`config.mk`:
```
export PLATFORM = sky130hd
export DESIGN_NAME = midi_tx
export DESIGN_NICKNAME = d
export VERILOG_FILES = /design/src/rtl/midi_pkg.sv /design/src/rtl/midi_uart_tx_byte.sv /design/src/rtl/midi_tx.sv
export SDC_FILE = /design/constraint.sdc
export NUM_CORES = 1
export LEC_CHECK = 0
export CAP_MARGIN = 20
export CORE_ASPECT_RATIO = 0.8
export CORE_MARGIN = 4
export CORE_UTILIZATION = 40
export DETAILED_ROUTE_END_ITERATION = 12
export DONT_BUFFER_PORTS = 1
export GPL_ROUTABILITY_DRIVEN = 0
export PLACE_DENSITY = 0.55
export SLEW_MARGIN = 15
export SYNTH_ARGS = -nofsm -noshare
export SYNTH_HDL_FRONTEND = slang
export SYNTH_SLANG_ARGS = --single-unit
export TNS_END_PERCENT = 20
```
`constraint.sdc`:
```
create_clock -name clk -period 2.34 [get_ports clk]
set_clock_uncertainty 0.1 [all_clocks]
set_input_delay 0.234 -clock clk [delete_from_list [all_inputs] [get_ports clk]]
set_output_delay 0.234 -clock clk [all_outputs]
set_load 0.01 [all_outputs]
```
`src/rtl/midi_pkg.sv`:
```
// MIDI status-class constants, FSM state types and message-length decode shared by the TX and RX paths.
// Pure definitions: no latency and no backpressure of its own.
package midi_pkg;

    localparam logic [7:0] NOTE_OFF   = 8'h80;
    localparam logic [7:0] NOTE_ON    = 8'h90;
    localparam logic [7:0] POLY_AT    = 8'hA0;
    localparam logic [7:0] CTRL_CHG   = 8'hB0;
    localparam logic [7:0] PROG_CHG   = 8'hC0;
    localparam logic [7:0] CHAN_AT    = 8'hD0;
    localparam logic [7:0] PITCH_BEND = 8'hE0;
    localparam logic [7:0] SYSEX      = 8'hF0;
    localparam logic [7:0] MTC_QF     = 8'hF1;
    localparam logic [7:0] SONG_POS   = 8'hF2;
    localparam logic [7:0] SONG_SEL   = 8'hF3;
    localparam logic [7:0] SYSRT_BASE = 8'hF8;

    typedef enum logic [1:0] {
        SEQ_IDLE,
        SEQ_SEND,
        SEQ_BAD
    } seq_state_e;

    typedef enum logic [1:0] {
        BIT_IDLE,
        BIT_START,
        BIT_DATA,
        BIT_STOP
    } bit_state_e;

    // Number of data bytes following a status byte; 0 for non-status input.
    function automatic logic [1:0] midi_data_len(input logic [7:0] status);
        logic [3:0] cls;
        logic [1:0] len;
        cls = status[7:4];
        len = 2'd0;
        if (!status[7]) begin
            len = 2'd0;
        end else if (cls == NOTE_OFF[7:4] || cls == NOTE_ON[7:4] || cls == POLY_AT[7:4] ||
                     cls == CTRL_CHG[7:4] || cls == PITCH_BEND[7:4]) begin
            len = 2'd2;
        end else if (cls == PROG_CHG[7:4] || cls == CHAN_AT[7:4]) begin
            len = 2'd1;
        end else if (status == SONG_POS) begin
            len = 2'd2;
        end else if (status == MTC_QF || status == SONG_SEL) begin
            len = 2'd1;
        end
        return len;
    endfunction

    function automatic logic midi_is_channel(input logic [7:0] status);
        return (status >= NOTE_OFF) && (status < SYSEX);
    endfunction

    function automatic logic midi_is_realtime(input logic [7:0] status);
        return status >= SYSRT_BASE;
    endfunction

endpackage

```
`src/rtl/midi_uart_tx_byte.sv`:
```
// One 8N1 UART frame, LSB first: line drops the cycle after start_i and the frame lasts 10*CLKS_PER_BIT clocks.
// done_o is high in the last clock of the stop bit so a new start_i there chains frames with no gap.
module midi_uart_tx_byte
    import midi_pkg::*;
#(
    parameter int CLKS_PER_BIT = 16
) (
    input  logic       clk,
    input  logic       rst_n,
    input  logic       start_i,
    input  logic [7:0] byte_i,
    output logic       line_o,
    output logic       done_o
);

    localparam int CW = (CLKS_PER_BIT > 1) ? $clog2(CLKS_PER_BIT) : 1;
    localparam logic [CW-1:0] CNT_LAST = CW'(CLKS_PER_BIT - 1);

    bit_state_e    state_q;
    logic [CW-1:0] cnt_q;
    logic [2:0]    idx_q;
    logic [7:0]    shift_q;
    logic          line_q;
    logic          bit_end;

    assign bit_end = (cnt_q == CNT_LAST);
    assign done_o  = (state_q == BIT_STOP) && bit_end;
    assign line_o  = line_q;

    always_ff @(posedge clk) begin
        if (!rst_n) begin
            state_q <= BIT_IDLE;
            cnt_q   <= '0;
            idx_q   <= 3'd0;
            shift_q <= 8'h00;
            line_q  <= 1'b1;
        end else if (start_i) begin
            // Start wins over everything, including the final stop-bit clock.
            state_q <= BIT_START;
            cnt_q   <= '0;
            idx_q   <= 3'd0;
            shift_q <= byte_i;
            line_q  <= 1'b0;
        end else begin
            if (state_q != BIT_IDLE) begin
                cnt_q <= bit_end ? '0 : cnt_q + CW'(1);
            end
            case (state_q)
                BIT_IDLE: begin
                    line_q <= 1'b1;
                end
                BIT_START: begin
                    if (bit_end) begin
                        state_q <= BIT_DATA;
                        idx_q   <= 3'd0;
                        line_q  <= shift_q[0];
                        shift_q <= {1'b0, shift_q[7:1]};
                    end
                end
                BIT_DATA: begin
                    if (bit_end) begin
                        if (idx_q == 3'd7) begin
                            state_q <= BIT_STOP;
                            line_q  <= 1'b1;
                        end else begin
                            idx_q   <= idx_q + 3'd1;
                            line_q  <= shift_q[0];
                            shift_q <= {1'b0, shift_q[7:1]};
                        end
                    end
                end
                BIT_STOP: begin
                    if (bit_end) begin
                        state_q <= BIT_IDLE;
                    end
                end
                default: begin
                    state_q <= BIT_IDLE;
                    line_q  <= 1'b1;
                end
            endcase
        end
    end

endmodule

```
`src/rtl/midi_tx.sv`:
```
// MIDI OUT message sequencer: start bit on tx the cycle after accept, (1+N)*10 bit-times per message.
// msg_ready only while idle and reopens on the final stop edge; MIDI_RUNNING_STATUS_EN omits repeated channel status.
module midi_tx
    import midi_pkg::*;
#(
    parameter int CLK_RATE  = 50000000,
    parameter int BAUD_RATE = 31250
) (
    input  logic       clk,
    input  logic       rst_n,
    input  logic [7:0] msg_status,
    input  logic [7:0] msg_data1,
    input  logic [7:0] msg_data2,
    input  logic       msg_valid,
    output logic       msg_ready,
    output logic       tx,
    output logic       busy,
    output logic       bad_status
);

    localparam int CLKS_PER_BIT = CLK_RATE / BAUD_RATE;

    seq_state_e state_q;
    logic [7:0] status_q;
    logic [6:0] data1_q;
    logic [6:0] data2_q;
    logic [1:0] pos_q;
    logic [1:0] last_q;
    logic       ready_q;
    logic       busy_q;
    logic       bad_q;

    logic       accept;
    logic       skip_status;
    logic       tx_start;
    logic [7:0] tx_byte;
    logic       tx_done;
    logic [1:0] next_pos_d;

    assign accept     = msg_valid && ready_q;
    assign msg_ready  = ready_q;
    assign busy       = busy_q;
    assign bad_status = bad_q;

`ifdef MIDI_RUNNING_STATUS_EN
    logic [7:0] run_status_q;

    assign skip_status = midi_is_channel(msg_status) && (msg_status == run_status_q);

    // Zero never matches a legal status, so it doubles as "no running status".
    always_ff @(posedge clk) begin
        if (!rst_n) begin
            run_status_q <= 8'h00;
        end else if (accept && msg_status[7]) begin
            if (midi_is_channel(msg_status)) begin
                run_status_q <= msg_status;
            end else if (!midi_is_realtime(msg_status)) begin
                run_status_q <= 8'h00;
            end
        end
    end
`else
    assign skip_status = 1'b0;
`endif

    // The first byte goes straight from the inputs so the start bit leaves one cycle after accept.
    always_comb begin
        tx_start   = 1'b0;
        tx_byte    = status_q;
        next_pos_d = pos_q + 2'd1;
        if (accept && msg_status[7]) begin
            tx_start = 1'b1;
            tx_byte  = skip_status ? {1'b0, msg_data1[6:0]} : msg_status;
        end else if (state_q == SEQ_SEND && tx_done && pos_q != last_q) begin
            tx_start = 1'b1;
            case (next_pos_d)
                2'd1:    tx_byte = {1'b0, data1_q};
                2'd2:    tx_byte = {1'b0, data2_q};
                default: tx_byte = status_q;
            endcase
        end
    end

    always_ff @(posedge clk) begin
        if (!rst_n) begin
            state_q  <= SEQ_IDLE;
            status_q <= 8'h00;
            data1_q  <= 7'h00;
            data2_q  <= 7'h00;
            pos_q    <= 2'd0;
            last_q   <= 2'd0;
            ready_q  <= 1'b0;
            busy_q   <= 1'b0;
            bad_q    <= 1'b0;
        end else begin
            bad_q <= 1'b0;
            case (state_q)
                SEQ_IDLE: begin
                    if (!ready_q) begin
                        ready_q <= 1'b1;
                    end else if (msg_valid) begin
                        ready_q  <= 1'b0;
                        status_q <= msg_status;
                        data1_q  <= msg_data1[6:0];
                        data2_q  <= msg_data2[6:0];
                        if (!msg_status[7]) begin
                            state_q <= SEQ_BAD;
                            bad_q   <= 1'b1;
                        end else begin
                            state_q <= SEQ_SEND;
                            busy_q  <= 1'b1;
                            pos_q   <= skip_status ? 2'd1 : 2'd0;
                            last_q  <= midi_data_len(msg_status);
                        end
                    end
                end
                SEQ_SEND: begin
                    if (tx_done) begin
                        if (pos_q == last_q) begin
                            state_q <= SEQ_IDLE;
                            busy_q  <= 1'b0;
                            ready_q <= 1'b1;
                        end else begin
                            pos_q <= next_pos_d;
                        end
                    end
                end
                SEQ_BAD: begin
                    // Return to idle with ready still low; idle reopens it a cycle later.
                    state_q <= SEQ_IDLE;
                end
                default: begin
                    state_q <= SEQ_IDLE;
                end
            endcase
        end
    end

    midi_uart_tx_byte #(
        .CLKS_PER_BIT(CLKS_PER_BIT)
    ) u_byte (
        .clk    (clk),
        .rst_n  (rst_n),
        .start_i(tx_start),
        .byte_i (tx_byte),
        .line_o (tx),
        .done_o (tx_done)
    );

endmodule

```
### Yosys cells after proc, flatten, opt, wreduce, memory -nomap -nowiden

Cells that the tools add are included.

| operators by class | value |
|---|---|
| equality and inequality tests | 36 |
| muxes and demuxes | 54 |
| add/subtract/negate cells | 3 |
| reductions and logical operators | 33 |
| bitwise logic cells | 1 |

Operators by type and width:

| kind | number |
|---|---|
| $mux 8 | 6 |
| $mux 2 | 17 |
| $pmux 8 s2 | 2 |
| $eq 4x4->1 const B | 7 |
| $eq 8x8->1 const B | 3 |
| $reduce_and 4->1 | 5 |
| $mux 1 | 18 |
| $ne 2x2->1 const B | 6 |
| $ne 3x2->1 const B | 4 |
| $reduce_and 6->1 | 2 |
| $add 11x1->11 const B | 1 |
| $eq 11x11->1 const B | 1 |
| $mux 11 | 1 |
| $ne 2x1->1 const B | 5 |
| $reduce_and 5->1 | 2 |
| $mux 3 | 3 |
| $reduce_and 3->1 | 3 |
| $pmux 2 s2 | 2 |
| $reduce_bool 4->1 | 2 |
| $eq 2x1->1 const B | 3 |
| $eq 2x2->1 const B | 3 |
| $logic_or 1x1->1 | 6 |
| $pmux 2 s3 | 1 |
| $pmux 3 s2 | 1 |
| 14 further kinds | 23 |

| storage, ports and cells | value |
|---|---|
| output and inout port bits | 4 |
| logic and storage cells | 142 |
| register bits | 56 |
| bits of input ports | 27 |

### Longest topological paths before layout

Gate-level depths: netlist of the first run.

| logic depth | value |
|---|---|
| depth after elaboration | 8 |
| depth in mapped cells | 8 |

### Modules after synthesis

Synthesis of the first run repeated with hierarchy kept, for this count alone.

| second synthesis, totals | value |
|---|---|
| cells, all modules | 335 |
| area total of the unflattened synthesis | 2758.9 sq um |

By module, submodules not included:

| module | cells each | sequential area each (sq um) | area an instance (sq um) | times used |
|---|---|---|---|---|
| midi_tx | 181 | 620.6 | 1486.4 | 1 |
| midi_uart_tx_byte | 154 | 500.5 | 1272.5 | 1 |

### Worst setup path before layout of the first run

OpenSTA, ideal clock, no wires.

| timing path | value |
|---|---|
| path kind | reg-to-reg |
| start point | register u_byte.cnt_q[7] |
| end point | register u_byte.state_q[0] |
| data arrival time | 1808 ps |
| path buffers | 1 |
| cell stages (with the launch flop) | 6 |
| path slack | 299 ps |
| clock period less this slack | 2041 ps |
| cells stage by stage | dfxtp_1 > or3b_4 > or4_4 > buf_6 > o32ai_2 > a31oi_1 |

| on the way | value |
|---|---|
| word-level cells in the longest chain between the ends | 8 |
| elaborated cells between the ends (all ways) | 13 |

RTL lines:

| item | line | RTL |
|---|---|---|
| start, declared | midi_uart_tx_byte.sv:20 | `logic [CW-1:0] cnt_q;` |
| start signal, assigned | midi_uart_tx_byte.sv:46 | `cnt_q <= bit_end ? '0 : cnt_q + CW'(1);` |
| $eq 11x11->1 * | midi_uart_tx_byte.sv:26 | `assign bit_end = (cnt_q == CNT_LAST);` |
| $logic_and 1x1->1 | midi_uart_tx_byte.sv:27 | `assign done_o = (state_q == BIT_STOP) && bit_end;` |
| $logic_and 1x1->1 (2 in series) | midi_tx.sv:74 | `end else if (state_q == SEQ_SEND && tx_done && pos_q != last_q) begin` |
| $mux 1 | midi_tx.sv:74 |  |
| $mux 1 | midi_tx.sv:71 | `if (accept && msg_status[7]) begin` |
| $ne 3x2->1 (no line) / $reduce_bool 4->1 (equally long branches) | n/a |  |
| $reduce_and 5->1 (no line) | n/a |  |
| end signal, assigned | midi_uart_tx_byte.sv:63 | `state_q <= BIT_STOP;` |
| end signal, assigned | midi_uart_tx_byte.sv:74 | `state_q <= BIT_IDLE;` |
| end signal, assigned | midi_uart_tx_byte.sv:78 | `state_q <= BIT_IDLE;` |
| end, declared | midi_uart_tx_byte.sv:19 | `bit_state_e state_q;` |

Every way passes the cells marked *; elsewhere a longest branch is shown, timed or not.
A chain may end at the register's enable or synchronous reset.

### Worst setup path in the final report of the first run

| timing path | value |
|---|---|
| start point | register u_byte.cnt_q[0] |
| end point | register u_byte.shift_q[3] |

| on the way | value |
|---|---|
| word-level cells in the longest chain between the ends | 8 |
| elaborated cells between the ends (all ways) | 14 |

RTL lines:

| item | line | RTL |
|---|---|---|
| $eq 11x11->1 * | midi_uart_tx_byte.sv:26 |  |
| $logic_and 1x1->1 | midi_uart_tx_byte.sv:27 |  |
| $logic_and 1x1->1 (2 in series) | midi_tx.sv:74 |  |
| $mux 1 | midi_tx.sv:74 |  |
| $mux 1 | midi_tx.sv:71 |  |
| $ne 3x2->1 (no line), or another cell as far along | n/a |  |
| $reduce_and 4->1 (no line) | n/a |  |
| end signal, assigned | midi_uart_tx_byte.sv:42 | `shift_q <= byte_i;` |
| end signal, assigned | midi_uart_tx_byte.sv:57 | `shift_q <= {1'b0, shift_q[7:1]};` |
| end signal, assigned | midi_uart_tx_byte.sv:68 | `shift_q <= {1'b0, shift_q[7:1]};` |
| end, declared | midi_uart_tx_byte.sv:22 | `logic [7:0] shift_q;` |

Marks and branches as above.

==> results.cfg, run 1 <==
[finish]
syn2layout_area_growth_pct = 16.5
fin_area_sq_um = 3220
drive_gt1_frac = 0.111
fin_nets = 394
fillers = 644
insertedDiodeCount = 0
postLayoutCoreUtil = 0.492

[yosys]
synthXorXnorAreaFrac = 0.0317
yosysTopAreaCellShare = 0.406
muxShareOfSynthArea = 0
synth-compound-area-share = 0.211
yosys.area_share.adder = 0.0408
synth_cell_types = 52
synthFlopType = dfxtp_1
synth_common_cells = nand2_1, dfxtp_1, a21oi_1
syn_avg_cell_area_sq_um = 8.32
netlist_instances = 332
synth_area_leaders = dfxtp_1, a21oi_1, nand2_1
yosys.area_share.simple = 0.270
yosys_warnings = 0
ys_seq_area_frac = 0.406
syn_nets = 368
synth_edf_count = 0
synth-seq-cells = 56
yosysTopAreaCell = dfxtp_1
synthArstFlopShare = 0
netlist_area_sq_um = 2760
yosysMostFrequentCell = nand2_1
synth_top_family_by_area = simple AND/OR/NAND/NOR gates

[global_routing]
grtUsageTotal = 0.181
grt_max_degree = 19
antenna_found_initial = 0
overflow = 0
grt_pass1_vias = 2320
grt_pass1_wl_microns = 11800

[worst_setup_path]
cp_slowest_cell = or4_4
endpoint_kind = register
cp.buffers_inverters = 0
critical_path_cell_count = 6
worstSetupStartpointType = register
cp_cell_sequence = ha_1, nand3_4, or4_4, a21oi_4, nor3_1, nor4_2
r2r_slack_ns = 0.21
arrival_ns = 2.27
crit_required_ns = 2.48
rr_endpoint = u_byte.shift_q[3]$_SDFFE_PN0P_
critPathKind = reg -> reg
ff2ff_path_depth = 6
worst_path_dominant_cell_family = simple AND/OR/NAND/NOR gates
r2r-start = u_byte.cnt_q[0]$_SDFFE_PP0N_
max_stage_delay_ns = 0.62
startpoint = u_byte.cnt_q[0]$_SDFFE_PP0N_
crit_fanout = 7

[power]
vdd_ir_drop_max_mv = 0.313
p_int_mw = 1.40
power_density_nw_per_um2 = 581
p_sw_mw = 0.468
finalPower_mw = 1.87
sw_frac_of_total = 0.250
p_leak_nw = 1.14
seqPwrFrac = 0.548
pwr-share-comb = 0.107
p_clk_frac = 0.345

[clock_tree]
clock_sinks = 56
clk_path_buf_depth = 2
clkSlewWorstSetupHoldPaths_ns = 0.11
cts_made_buffers = 5
worstSkewPairLatency_ns = 0.32
clockRootBuffer = clkbuf_8
ctsResizeCount = 0
h-tree-depth = 2
cts_tree = built

[detailed_routing]
vias = 2411
ant_nets = 0
drt_pass1_iterations = 4
wl_per_cell_microns = 15.8
viasPerCell = 5.44
wirelength_microns = 6990
post-route-drc-count = 0
drt-initial-drc-count = 132

[run_status]
status = finished, final reports clean

[floorplan]
floorplan.initialDensity = 0.422
die_area_sq_um = 8310
dieWidth_microns = 101
dieHeight_microns = 82.3
rows = 26
coreArea_sq_um = 6540
num_io_pins = 31

[min_path]
hold_end = status_q[7]$_SDFFE_PN0P_
min_path_cells = 2
worstHoldStart = msg_status[7]
hold_class = in -> reg

[sta]
post-route-period-util = 0.911
hold_viol = 0
setup_tns_ns = 0
rsz0062_at_grt = no
setup_viol = 0
relSlewSlack = 0.621
fmax_mhz = 469
worst_pin_slew_ns = 0.568
min_period_ns = 2.13
maxSlewViolCount = 0

[placed_design]
io_buffers = 0
placed_area_sq_um = 2870
dp_hpwl_microns = 4900

[flow_run]
cap_violations = 0
[power by group through the flow]
stage	combinational, mW	sequential (mW)	clock (mW)
after floorplan	0.131	1.04	0
after global placement	0.164	1.05	0
after detailed placement	0.166	1.05	0
after global routing	0.224	1.03	0.698
final	0.200	1.03	0.645
after CTS	0.200	1.03	0.661
[routing by layer]
metal / vias to the layer above / wire length, microns / track usage
li1: 1226 / - / -
met1: 1128 / 3740 / 0.270
met2: 49 / 2810 / 0.263
met3: 8 / 350 / 0.0327
met4: 0 / 87 / 0.0518
met5: - / 0 / 0
[repair_timing]
action                                 CTS  global route
endpoints found under the hold margin   32             0
setup endpoints to repair                0             1
hold buffers                            22             0
setup buffers                            0             3
[placed cells by master (no fill, tap or decap), drive strengths merged, types with 8 or more instances in the layout]
cell type    netlist  routed
o21ai             16      16
buf                5      13
inv               10      10
ha                 9       9
dfxtp             56      56
dlygate4sd3        0      22
nand3             10      10
xnor2              8       8
nand2             59      59
nor2              26      26
a21oi             47      47
nor3              12      12
[how the worst max path moves through the flow]
stage                                           to
floorplan           u_byte.state_q[0]$_SDFFE_PN0P_
global placement    u_byte.shift_q[2]$_SDFFE_PN0P_
detailed placement    u_byte.cnt_q[7]$_SDFFE_PP0N_
CTS                   u_byte.cnt_q[7]$_SDFFE_PP0N_
global route        u_byte.shift_q[4]$_SDFFE_PN0P_
finish              u_byte.shift_q[3]$_SDFFE_PN0P_
[worst register-to-register path: cells and delay by family (launching register included)]
family                   cells  cell delay, ns
AND/OR/NAND/NOR              4            1.11
adder cells (fa/ha/maj)      1            0.26
flip-flops                   1            0.40
AO/OA/AOI/OAI                1            0.20
[flip-flops by register name, indices dropped and copies added, names as in the netlist]
register	cells
msg_ready	1
last_q	2
data2_q	7
busy	1
data1_q	7
u_byte.line_o	1
pos_q	2
u_byte.shift_q	8
u_byte.idx_q	3
bad_status	1
state_q	2
u_byte.state_q	2
status_q	8
u_byte.cnt_q	11
[logic make-up after synthesis]
| logic type | count (synthesis) |
|---|---|
| adder cells (fa/ha/maj) | 9 |
| buffers and inverters | 26 |
| XOR/XNOR | 10 |
| flip-flops | 56 |
| AO/OA/AOI/OAI | 92 |
| AND/OR/NAND/NOR | 139 |
[per-stage QoR]
| step | setup slack, ns | std cells | hold WS, ns |
|---|---|---|---|
| 2_1_floorplan | 0.299 | 332 | 0.270 |
| 3_3_place_gp | 0.139 | 410 | 0.217 |
| 3_5_place_dp | 0.122 | 410 | 0.213 |
| 4_1_cts | 0.103 | 440 | 0.00772 |
| 5_1_grt | 0.0638 | 443 | 0.0357 |
| 6_report | 0.209 | 443 | 0.0245 |
[layout make-up]
cell class | instances | area [sq um] | share of cell area
well taps | 84 | 105 | 0.0327
clock buffers | 6 | 72.6 | 0.0226
flip-flops and latches | 56 | 1120 | 0.348
clock inverters | 2 | 35.0 | 0.0109
repair buffers | 35 | 318 | 0.0988
multi-input cells | 250 | 1530 | 0.475
inverters | 10 | 37.5 | 0.0117
Note: power is estimated with default switching activity, not from simulation.
==> run 2, diff against run 1 <==
- CORE_UTILIZATION: 40 -> 45
- PLACE_DENSITY: 0.55 -> 0.61
==> run 2 against run 1 <==
Compared with the run above:
- power down 5.0%
- clock power shrank 14%
- sequential share of layout area increased by 0.55 points
- wire length decreased by 2.7%
- flip-flop and latch count unchanged
- highest routed layer unchanged
==> results.cfg, run 2 (synthesized netlist as in run 1, its figures left out) <==
[global_routing]
grtUsageTotal = 0.196
overflow = 0
grt_pass1_wl_microns = 11600
grt_max_degree = 30
grt_pass1_vias = 2354
antenna_found_initial = 0

[clock_tree]
worstSkewPairLatency_ns = 0.31
clockRootBuffer = clkbuf_8
cts_made_buffers = 5
clk_path_buf_depth = 2
cts_setup_buffers = 0
h-tree-depth = 2
clkSlewWorstSetupHoldPaths_ns = 0.11
clock_sinks = 56
cts_tree = built
ctsResizeCount = 0

[run_status]
status = finished, final reports clean

[worst_setup_path]
cp.buffers_inverters = 0
crit_fanout = 8
crit_required_ns = 2.47
max_stage_delay_ns = 0.65
worstSetupStartpointType = register
worst_path_dominant_cell_family = simple AND/OR/NAND/NOR gates
critPathKind = reg -> reg
cp_slowest_cell = or4_4
endpoint_kind = register
arrival_ns = 2.33
cp_cell_sequence = or3b_4, or4_4, a21oi_4, nor3_1, nor4_2

[detailed_routing]
drt_pass1_iterations = 4
drt-initial-drc-count = 117
post-route-drc-count = 0
top_layer = met4
vias = 2415
wl_per_cell_microns = 15.6
wl_met1_microns = 3490
routed-wl-met2_microns = 2840
wirelength_microns = 6800
dr_wl_met3_microns = 408
ant_nets = 0
viasPerCell = 5.54

[sta]
worst_slack_ns = 0.145
setup_viol = 0
min_period_ns = 2.20
relSlewSlack = 0.382
fmax_mhz = 456
setup_tns_ns = 0
post-route-period-util = 0.938
hold_viol = 0
rsz0062_at_grt = no
maxSlewViolCount = 0
worst_pin_slew_ns = 0.926

[placed_design]
io_buffers = 0
dp_cells = 406
pre_cts_slack_ns = 0.159
dp_hpwl_microns = 4700

[finish]
final_common_cell = nand2_1
layout_common_cells = nand2_1, dfxtp_1, a21oi_1
regMostFlops = u_byte.cnt_q
insertedDiodeCount = 0
largest_register_ffs = 11
largestRegisters = u_byte.cnt_q x11, status_q x8, u_byte.shift_q x8
layout.cells.non_filler = 436
fin_nets = 390
fillers = 581
drive_gt1_frac = 0.104
syn2layout_area_growth_pct = 14.7

[flow_run]
cap_violations = 0

[floorplan]
coreArea_sq_um = 5940
num_io_pins = 31
rows = 25
dieWidth_microns = 95.6
die_area_sq_um = 7460
dieHeight_microns = 78.1
floorplan.initialDensity = 0.465

[power]
vdd_ir_drop_max_mv = 0.282
power_density_nw_per_um2 = 561
p_leak_nw = 1.11

[min_path]
hold_class = in -> reg
[run 2: cell count changes in the layout (fill, tap and decap cells not counted), sizes merged]
cell / before / now
buf: 13 / 9
bufinv: 1 / 0
clkbuf: 6 / 5
clkinv: 1 / 2
inv: 10 / 11
[run 2: layout make-up]
type                       instances  area (sq um)  area share
clock inverter                     3          22.5     0.00711
sequential                        56          1120       0.354
tap                               81           101      0.0320
timing repair buffer              31           288      0.0908
multi-input combinational        250          1530       0.483
clock buffer                       5          68.8      0.0217
inverter                          10          37.5      0.0118
[run 2: where the power goes]
group / total [mW] / switching [mW] / internal, mW
sequential: 1.02 / 0.0305 / 0.994
combinational: 0.198 / 0.110 / 0.0880
clock: 0.553 / 0.337 / 0.216
[run 2: worst reg2reg max path: stages, from the launching register on]
cell	delay, ns
dfxtp_1	0.36
or3b_4	0.45
or4_4	0.65
a21oi_4	0.21
nor3_1	0.08
nor4_2	0.27
[run 2: what timing repair did]
| action | CTS | global route |
|---|---|---|
| hold buffers | 22 | 0 |
| setup endpoints to repair | 0 | 0 |
| endpoints found under the hold margin | 31 | 0 |
[run 2: path summary, 6_finish.rpt]
| path | start | endpoint | slack [ns] | cells after the start |
|---|---|---|---|---|
| worst max-delay path | u_byte.cnt_q[7]$_SDFFE_PP0N_ | u_byte.shift_q[1]$_SDFFE_PN0P_ | 0.14 | 5 |
| worst min-delay path | rst_n | u_byte.shift_q[1]$_SDFFE_PN0P_ | 0.005 | 2 |
| worst max register to register | u_byte.cnt_q[7]$_SDFFE_PP0N_ | u_byte.shift_q[1]$_SDFFE_PN0P_ | 0.14 | 5 |
| worst min register to register | status_q[6]$_SDFFE_PN0P_ | status_q[6]$_SDFFE_PN0P_ | 0.36 | 2 |
[run 2: layer usage]
layer | track usage | vias to the layer above
met2 | 0.269 | 56
met5 | 0 | -
met4 | 0.0469 | 0
li1 | - | 1213
met3 | 0.0421 | 6
met1 | 0.306 | 1140
[run 2: per-stage QoR]
step	hold slack, ns	utilization	total power, mW	instance area, sq um
after CTS	0.00170	0.533	1.79	3170
after floorplan	0.270	-	1.17	2760
final	0.00534	0.533	1.78	3170
after global routing	0.00518	0.533	1.85	3170
after global placement	0.215	0.481	1.21	2860
after detailed placement	0.220	0.481	1.21	2860
==> run 3, diff against run 2 <==
- GPL_TIMING_DRIVEN: default -> 0
- REMOVE_ABC_BUFFERS: default -> 1
==> run 3 against run 2 <==
Compared with the run above:
- hold slack gained 0.027 ns
- critical endpoint is now u_byte.shift_q[5]$_SDFFE_PN0P_
- clock power grew 18%
- global-route usage shrank 0.72 points
- register-to-register slack gained 0.02 ns
- wire length shrank 3.6%
- flip-flop and latch count is the same
- final area shrank 0.95%
- highest routed layer unchanged
- count of clock-buffer cells in the layout grew 1
- via count shrank 2.3%
- largest cell class unchanged
- maximum frequency grew 0.96%
- core utilization shrank 0.51 points
- combinational power shrank 4%
==> results.cfg, run 3 (synthesized netlist as in run 1, its figures left out) <==
[run_status]
status = finished, final reports clean

[finish]
postLayoutCoreUtil = 0.528
fin_area_sq_um = 3140
regMostFlops = u_byte.cnt_q
insertedDiodeCount = 0
fin_nets = 383
final_common_cell = nand2_1
fillers = 578
largest_register_ffs = 11
drive_gt1_frac = 0.0805
largestRegisters = u_byte.cnt_q x11, status_q x8, u_byte.shift_q x8
syn2layout_area_growth_pct = 13.6
layout_common_cells = nand2_1, dfxtp_1, a21oi_1

[global_routing]
grt_pass1_vias = 2294
grt_max_degree = 30
antenna_found_initial = 0
grtUsageTotal = 0.188
overflow = 0
grt_pass1_wl_microns = 11300

[clock_tree]
ctsResizeCount = 0
cts_made_buffers = 5
h-tree-depth = 2
clockRootBuffer = clkbuf_8
clkSlewWorstSetupHoldPaths_ns = 0.11
worstSkewPairLatency_ns = 0.31
clock_sinks = 56
cts_tree = built
clk_path_buf_depth = 2

[floorplan]
coreArea_sq_um = 5940
dieHeight_microns = 78.1
floorplan.initialDensity = 0.465
die_area_sq_um = 7460
dieWidth_microns = 95.6
rows = 25
num_io_pins = 31

[detailed_routing]
viasPerCell = 5.50
drt_pass1_iterations = 4
wl_per_cell_microns = 15.3
ant_nets = 0
routed-wl-met2_microns = 2760
wirelength_microns = 6550
vias = 2360
post-route-drc-count = 0
top_layer = met4
wl_met1_microns = 3470
dr_wl_met3_microns = 286
drt-initial-drc-count = 153

[worst_setup_path]
crit_required_ns = 2.46
arrival_ns = 2.29
crit_fanout = 8
cp.buffers_inverters = 0
max_stage_delay_ns = 0.55
worstSetupStartpointType = register
cp_slowest_cell = nor4_4
critPathKind = reg -> reg
cp_cell_sequence = or3b_4, nor4_4, nand2_1, o2bb2ai_1, a32o_1
endpoint_kind = register
worst_path_dominant_cell_family = simple AND/OR/NAND/NOR gates

[sta]
maxSlewViolCount = 0
relSlewSlack = 0.320
rsz0062_at_grt = no
setup_tns_ns = 0
worst_pin_slew_ns = 1.02
post-route-period-util = 0.929
hold_viol = 0
whs_ns = 0.0326
min_period_ns = 2.17
fmax_mhz = 460
setup_viol = 0

[power]
finalPower_mw = 1.87
power_density_nw_per_um2 = 596
vdd_ir_drop_max_mv = 0.323
p_leak_nw = 1.09

[placed_design]
dp_hpwl_microns = 4310
placed_area_sq_um = 2790
io_buffers = 0

[flow_run]
cap_violations = 0

[min_path]
hold_class = in -> reg
## run 3: worst reg2reg max path: stages, from the launching register on
cell and delay [ns]:
dfxtp_1 0.36, or3b_4 0.45, nor4_4 0.55, nand2_1 0.24
o2bb2ai_1 0.18, a32o_1 0.20
## run 3: final timing paths
path	from	to	slack, ns	depth (start not counted)
worst max register to register	u_byte.cnt_q[7]$_SDFFE_PP0N_	u_byte.shift_q[5]$_SDFFE_PN0P_	0.17	5
worst min register to register	data2_q[6]$_SDFFE_PN0P_	data2_q[6]$_SDFFE_PN0P_	0.36	2
worst max-delay path	u_byte.cnt_q[7]$_SDFFE_PP0N_	u_byte.shift_q[5]$_SDFFE_PN0P_	0.17	5
worst min-delay path	msg_status[1]	last_q[1]$_SDFFE_PN0P_	0.03	2
## run 3: metal layers
layer | vias to the layer above | global-route usage
met4 | 0 | 0.0341
met2 | 39 | 0.278
met5 | - | 0
met3 | 5 | 0.0354
met1 | 1111 | 0.287
li1 | 1205 | -
## run 3: cell type report
cell class	count	area [sq um]	share of cell area
timing repair buffer	24	238	0.0758
clock inverter	2	38.8	0.0124
sequential	56	1120	0.357
tap	81	101	0.0323
multi-input combinational	250	1530	0.487
clock buffer	6	72.6	0.0231
inverter	10	37.5	0.0120
## run 3: stage by stage
stage	setup WS (ns)	instances
global route	0.00127	429
global placement	0.127	397
floorplan	0.269	316
CTS	0.0858	428
detailed placement	0.118	397
finish	0.166	429
## run 3: what timing repair did
action | in CTS | in global routing
endpoints found under the hold margin | 33 | 0
setup buffers | 0 | 1
endpoints found under the setup margin | 0 | 11
hold buffers | 23 | 0
## run 3: power by group
part | internal [mW] | leakage (nW) | switching, mW | total [mW]
Clock | 0.324 | 0.0558 | 0.331 | 0.655
Combinational | 0.0830 | 0.575 | 0.108 | 0.191
Sequential | 0.994 | 0.455 | 0.0292 | 1.02
